==> config.mk <==
export PLATFORM = sky130hd
export DESIGN_NAME = regread_port_arbiter
export DESIGN_NICKNAME = d
export VERILOG_FILES = /design/src/rtl/regread_port_arbiter.sv
export SDC_FILE = /design/constraint.sdc
export NUM_CORES = 1
export LEC_CHECK = 0
export ABC_AREA = 1
export CORE_ASPECT_RATIO = 1.4
export CORE_MARGIN = 2
export CORE_UTILIZATION = 45
export CTS_CLUSTER_SIZE = 20
export DETAILED_ROUTE_END_ITERATION = 7
export PLACE_DENSITY = 0.78
export SYNTH_ARGS = -nofsm -noshare
export SYNTH_HDL_FRONTEND = slang
export SYNTH_SLANG_ARGS = --single-unit
==> constraint.sdc <==
create_clock -name clk -period 5.55 [get_ports clk]
set_input_delay 0.555 -clock clk [delete_from_list [all_inputs] [get_ports clk]]
set_output_delay 0.555 -clock clk [all_outputs]
set_load 0.03 [all_outputs]
==> src/rtl/regread_port_arbiter.sv <==
// Round-robin arbiter sharing one register-file read port among NREQ requesters.
// Optional macro REGREAD_ZERO_BYPASS_EN serves reads of address 0 without the port.
module regread_port_arbiter #(
    parameter int NREQ = 4,
    parameter int DW   = 32,
    parameter int AW   = 5
) (
    input  logic               clk,
    input  logic               reset,
    input  logic [NREQ-1:0]    req,
    input  logic [NREQ*AW-1:0] raddr,
    input  logic               hold,
    output logic [NREQ-1:0]    gnt,
    output logic [AW-1:0]      port_sel,
    input  logic [DW-1:0]      port_data,
    output logic [NREQ*DW-1:0] rdata,
    output logic [NREQ-1:0]    rvalid
);

    localparam int PW = $clog2(NREQ);

    logic [PW-1:0]   rr_ptr;
    logic [NREQ-1:0] byp;
    logic [NREQ-1:0] arb_req;
    logic [NREQ-1:0] port_gnt;
    logic            found;

`ifdef REGREAD_ZERO_BYPASS_EN
    always_comb begin
        byp = '0;
        for (int unsigned i = 0; i < NREQ; i++)
            byp[i] = req[i] && (raddr[i*AW +: AW] == '0);
    end
`else
    assign byp = '0;
`endif

    assign arb_req = req & ~byp;

    // Scan from rr_ptr upward with wrap; the first pending index wins the port.
    always_comb begin
        port_gnt = '0;
        found    = 1'b0;
        if (!hold) begin
            for (int unsigned k = 0; k < NREQ; k++) begin
                for (int unsigned i = 0; i < NREQ; i++) begin
                    if (!found && arb_req[i] && (i == (32'(rr_ptr) + k) % NREQ)) begin
                        found       = 1'b1;
                        port_gnt[i] = 1'b1;
                    end
                end
            end
        end
    end

    // Only the granted slice reaches the mux, so X on idle slices stays out.
    always_comb begin
        port_sel = '0;
        for (int unsigned i = 0; i < NREQ; i++)
            if (port_gnt[i])
                port_sel = raddr[i*AW +: AW];
    end

    assign gnt = port_gnt | byp;

    always_ff @(posedge clk or posedge reset) begin
        if (reset) begin
            rr_ptr <= '0;
            rvalid <= '0;
            rdata  <= '0;
        end else begin
            rvalid <= port_gnt | byp;
            for (int unsigned i = 0; i < NREQ; i++) begin
                if (byp[i]) begin
                    rdata[i*DW +: DW] <= '0;
                end else if (port_gnt[i]) begin
                    rdata[i*DW +: DW] <= port_data;
                    rr_ptr            <= (i == NREQ - 1) ? '0 : PW'(i + 1);
                end
            end
        end
    end

endmodule

* Yosys cells after proc, flatten, opt, wreduce, memory -nomap -nowiden
Index checks and enable logic that the tools add are counted.
Operators by class: $add $sub $neg 3, $mul 0, divide/modulo/power cells 0, $lt $le $gt $ge 0, equality and inequality tests 12, shifts and indexed selects 0, mux-type cells 54, bitwise logic cells 0, reduce and logical (&&, ||, !) cells 51
Operators with widths (count):
- $logic_not A32 Y1 | 4
- $mux W1 | 45
- $logic_and A1 B1 Y1 | 31
- $mux W5 | 4
- $eq A2 B2 Y1 const A | 8
- $logic_not A1 Y1 | 15
- $eq A1 B2 Y1 const A | 4
- $mux W2 | 4
- $add A2 B2 Y2 const B | 2
- $mux W4 | 1
- $reduce_bool A4 Y1 | 1
- $add A2 B1 Y2 const B | 1
Storage, ports and cells: flip-flop bits (word level) 134, bits in latches 0, bits in writable memories 0, memory bits (read-only) 0, input port bits 59, output and inout bits 141, logic and storage cells 126, memories kept 0

* Depth between registers and ports, before layout
depth after elaboration 83, gate-level depth with buffers 16

* Least setup slack after synthesis
OpenSTA, ideal clock, no wires.
path type input to output, start point input req[1], end point output port_sel[0], arrival time 2317 ps, data required time 4995 ps, setup slack 2678 ps, cell stages on the path 14, cells stage by stage nand3_1 > nand3_2 > nor2_2 > nand4_2 > nor2_2 > nand4_1 > nor2_2 > nand4_1 > nand2_1 > nand2_2 > buf_2 > inv_1 > nand2_1 > nand3_1
RTL lines:
- start, declared | line 10 | input logic [NREQ-1:0] req,
- $logic_and A1 B1 Y1 (2 in a row) | line 47 | if (!found && arb_req[i] && (i == (32'(rr_ptr) + k) % NREQ)) begin
- $mux W1 | line 47
- $mux W1 | line 44 | if (!hold) begin
- $logic_not A1 Y1 | line 47
- $logic_and A1 B1 Y1 (2 in a row) | line 47
- $mux W1 | line 47
- $mux W1 | line 44
- $logic_not A1 Y1 | line 47
- [... 52 more ...]
- $mux W1 | line 47
- $mux W1 | line 44
- $logic_not A1 Y1 | line 47
- $logic_and A1 B1 Y1 (2 in a row) | line 47
- $mux W1 (*) | line 47
- $mux W4 (*) | line 44
- net gnt[2] | line 13 | output logic [NREQ-1:0] gnt,
- $mux W5 (*) (2 in a row) | line 60 | if (port_gnt[i])
- end, declared | line 14 | output logic [AW-1:0] port_sel,
Mark *: on every way through the listed nets, which the timed path passes. The rest lies on a longest branch. The select of a mux whose other input is x is not followed.

* Worst setup path in the final report
start point input req[1], end point output port_sel[3]
Between the ends: word-level cells in the longest chain between the ends 75
RTL lines (line):
- $logic_and A1 B1 Y1 (2 in a row) | 47
- $mux W1 | 47
- $mux W1 | 44
- $logic_not A1 Y1 | 47
- $logic_and A1 B1 Y1 (2 in a row) | 47
- $mux W1 | 47
- $mux W1 | 44
- $logic_not A1 Y1 | 47
- [... 55 more ...]
- $logic_and A1 B1 Y1 (2 in a row) | 47
- $mux W1 | 47
- $mux W1 | 44
- $logic_not A1 Y1 | 47
- $logic_and A1 B1 Y1 (2 in a row) | 47
- $mux W1 | 47
- $mux W4 (*) | 44
- $mux W5 (*) | 60
Every way passes the cells marked *; elsewhere a longest branch is shown, timed or not. The select of a mux whose other input is x is not followed.

==> impl_metrics.csv <==
group,metric,value,unit
run_status,status,"finished clean",
worst_setup_path,reg2reg_slack,2.68,ns
worst_setup_path,worstReg2RegEnd,"rdata[0]",
timing,relSlewSlack,32.9,%
placed_design,gp_congestion,1.05,
flow_run,max_cap_viol_count,0,
clocking,clockRootBuffer,"clkbuf_16",
logic_synthesis,syn_nets,627,
global_route,antenna_found_initial,0,
floorplanning,start_util,46.0,%
worst_setup_path,crit_path_start,"req[1]",
clocking,cts_buffers,17,
clocking,cts_hold_buf,0,
drt,wirelength,15.0,mm
logic_synthesis,synthCells,568,
pwr,internal_power,3.41,mW
floorplanning,die_h,134,um
worst_setup_path,r2r_cells,13,
clocking,cts_tree,"done",
pwr,pwr-share-comb,51.0,%
worst_setup_path,worstPathArrival,4.00,ns
timing,drv_slew,0,
finish,drive_gt1_share,10.2,%
pwr,cellLeakagePower,3.83,nW
global_route,grt_pass1_wl,24.4,mm
clocking,post_cts_buffers,0,
clocking,clk_pin_slew_worst_paths,0.05,ns
worst_setup_path,r2r-start,"rr_ptr[1]",
finish,area_growth,49.4,%
placed_design,io_buffers,199,
timing,worstMarginPinSlew,1.01,ns
drt,ant_nets,0,
logic_synthesis,async_reset_ff_share,100,%
worst_setup_path,slowest_delay,0.70,ns
drt,drt_iter0_drc,316,
global_route,grt_usage,23.5,%
floorplanning,die_area,0.0130,sq mm
logic_synthesis,yosys_register_bits,134,
min_path,hold_depth,2,
logic_synthesis,synth-edff-count,0,
worst_setup_path,cp_cell_sequence,"clkdlybuf4s50_1 -> nand3_1 -> nand2_1 -> nor2_1 -> nand4_1 -> nor2_1 -> nand4_1 -> nor2_1 -> nand4_1 -> nand2_1 -> nand2_2 -> buf_4 -> inv_1 -> nand2_1 -> nand2_1 -> inv_1 -> nand3_1 -> clkdlybuf4s50_1",
worst_setup_path,crit_fanout,66,
timing,fmax,219,MHz
worst_setup_path,crit_path_start_kind,"input port",
clocking,cts.sinks,134,
timing,hold_ws,0.478,ns
logic_synthesis,yosysWarnings,0,
floorplanning,die_width,96.9,um
worst_setup_path,critical_path_required,4.99,ns
pwr,pwr-share-clk,20.3,%
floorplanning,boundaryPins,200,
finish,final_nets,822,
logic_synthesis,seq_area_frac_synth,61.7,%
global_route,grt_overflow_total,0,
drt,dr.pass1.iters,7,
clocking,cts_buffer_depth,2,
pwr,switchingPower,2.55,mW
finish,num_antenna_cells,0,
clocking,insertion_delay,0.40,ns
timing,finClkSkew,0.0102,ns
floorplanning,core,0.0118,sq mm
clocking,cts-resized-gates,0,
timing,rsz0062_at_grt,"no",
drt,drc,0,
logic_synthesis,ys_types,21,
logic_synthesis,syn-mean-instance-area,9.57,sq um
timing,hold_viol,0,
placed_design,dp_hpwl,10.6,mm
drt,wire_per_inst,16.3,um
pwr,power.density,733,mW/mm^2
pwr,p_seq_share,28.6,%
timing,tns,0,ns
clocking,htree_levels,4,
worst_setup_path,end_kind,"primary output",
worst_setup_path,cp_slowest_cell,"clkdlybuf4s50_1",
worst_setup_path,endpoint,"port_sel[3]",
drt,dr_total_vias,4679,
min_path,holdCritPathClass,"flip-flop to flip-flop",
pwr,switching_share,42.8,%
worst_setup_path,critPathKind,"input port to primary output",
timing,fin_crit_sh,82.1,%
logic_synthesis,ys.flop_type,"dfrtp_1",
global_route,grt_max_degree,85,
timing,setup_viol,0,
worst_setup_path,critPathMostFrequentCell,"nand2_1",
drt,vias_per_cell,5.08,
timing,period_minus_slack,4.56,ns
floorplanning,rows,47,
global_route,grt_pass1_vias,4708,
pwr,irDropWorstVdd,0.424,mV
logic_synthesis,syn_area,0.00544,sq mm
==> power by group through the flow <==
| stage | logic [mW] | registers [mW] | clock network, mW |
|---|---|---|---|
| after floorplan | 0.957 | 2.54 | 0 |
| after global placement | 2.96 | 1.69 | 0 |
| after detailed placement | 3.04 | 1.71 | 0 |
| after CTS | 3.05 | 1.71 | 1.23 |
| after global routing | 3.25 | 1.75 | 1.27 |
| final | 3.04 | 1.71 | 1.21 |
==> critical path: cells and delay by family <==
kind / cells / cell delay (ns)
buffers and inverters: 5 / 1.89
and+or+nand+nor: 13 / 1.57
==> metrics by stage <==
step	instances	total power [mW]	setup WS (ns)	cell area (sq um)	util, %
floorplan	568	3.50	1.41	5440	-
global placement	891	4.65	1.54	7480	63.2
detailed placement	891	4.76	1.16	7480	63.2
CTS	921	5.99	1.15	8120	68.7
global route	921	6.26	0.804	8120	68.7
finish	921	5.95	0.991	8120	68.7
==> worst min-delay path by stage <==
stage	startpoint	end
finish	rdata[121]	rdata[121]
detailed placement	rdata[15]	rdata[15]
global route	rdata[127]	rdata[127]
floorplan	rr_ptr[0]	rr_ptr[0]
CTS	rdata[15]	rdata[15]
global placement	rdata[40]	rdata[40]
==> Yosys cell counts (3+ instances only) <==
cell type,instances,share of area [%]
buf_2,7,0.64
buf_6,8,1.7
clkbuf_1,11,0.76
dfrtp_1,134,62
inv_1,61,4.2
nand2_1,166,11
nand2_2,6,0.69
nand3_1,9,0.83
nand4_1,9,1.0
nor2_1,13,0.90
nor2_2,3,0.35
o21ai_0,99,9.1
o21ai_2,32,5.2
==> metal layers <==
layer	share of wire, %	global-route usage [%]	up-vias
met5	0	0	-
met4	3.0	11.2	0
met3	5.6	5.63	41
met2	55	42.2	181
met1	36	26.3	2255
li1	-	-	2202
==> final cells by class <==
type                    instances  area, sq um
clock buffers                  22          474
clock inverters                 8          171
fillers                       893         3700
inverters                      62          238
multi-input cells             345         1680
flip-flops and latches        134         3350
well taps                     147          184
repair buffers                203         2020
==> flip-flops by register name (all words and copies together) (netlist names) <==
| name | count |
|---|---|
| rr_ptr | 2 |
| rvalid | 4 |
| rdata | 128 |
==> placed cells by master (no fill, tap or decap) <==
cell type	count
o21ai_2	32
o31ai_1	1
buf_4	4
bufinv_16	5
nand2_2	7
clkdlybuf4s50_1	199
a21oi_1	2
clkinvlp_4	1
clkinv_2	1
o21bai_1	2
inv_1	60
a21oi_4	1
nand4_1	9
inv_4	2
nand2_1	165
clkbuf_8	3
nor2_2	3
o21ai_0	99
nor2_1	13
nand3_2	1
dfrtp_1	134
nand4_2	1
clkbuf_1	2
clkbuf_16	17
clkinv_4	1
nand3_1	9
==> logic make-up (layout without fill, tap and decap cells) <==
family | Yosys count | count (layout) | share of synthesized area [%]
AOI/OAI and AO/OA | 137 | 137 | 15.2
and+or+nand+nor | 208 | 208 | 15.7
DFF | 134 | 134 | 61.7
buffers and inverters | 89 | 295 | 7.46
(Power assumes the default switching activity.)
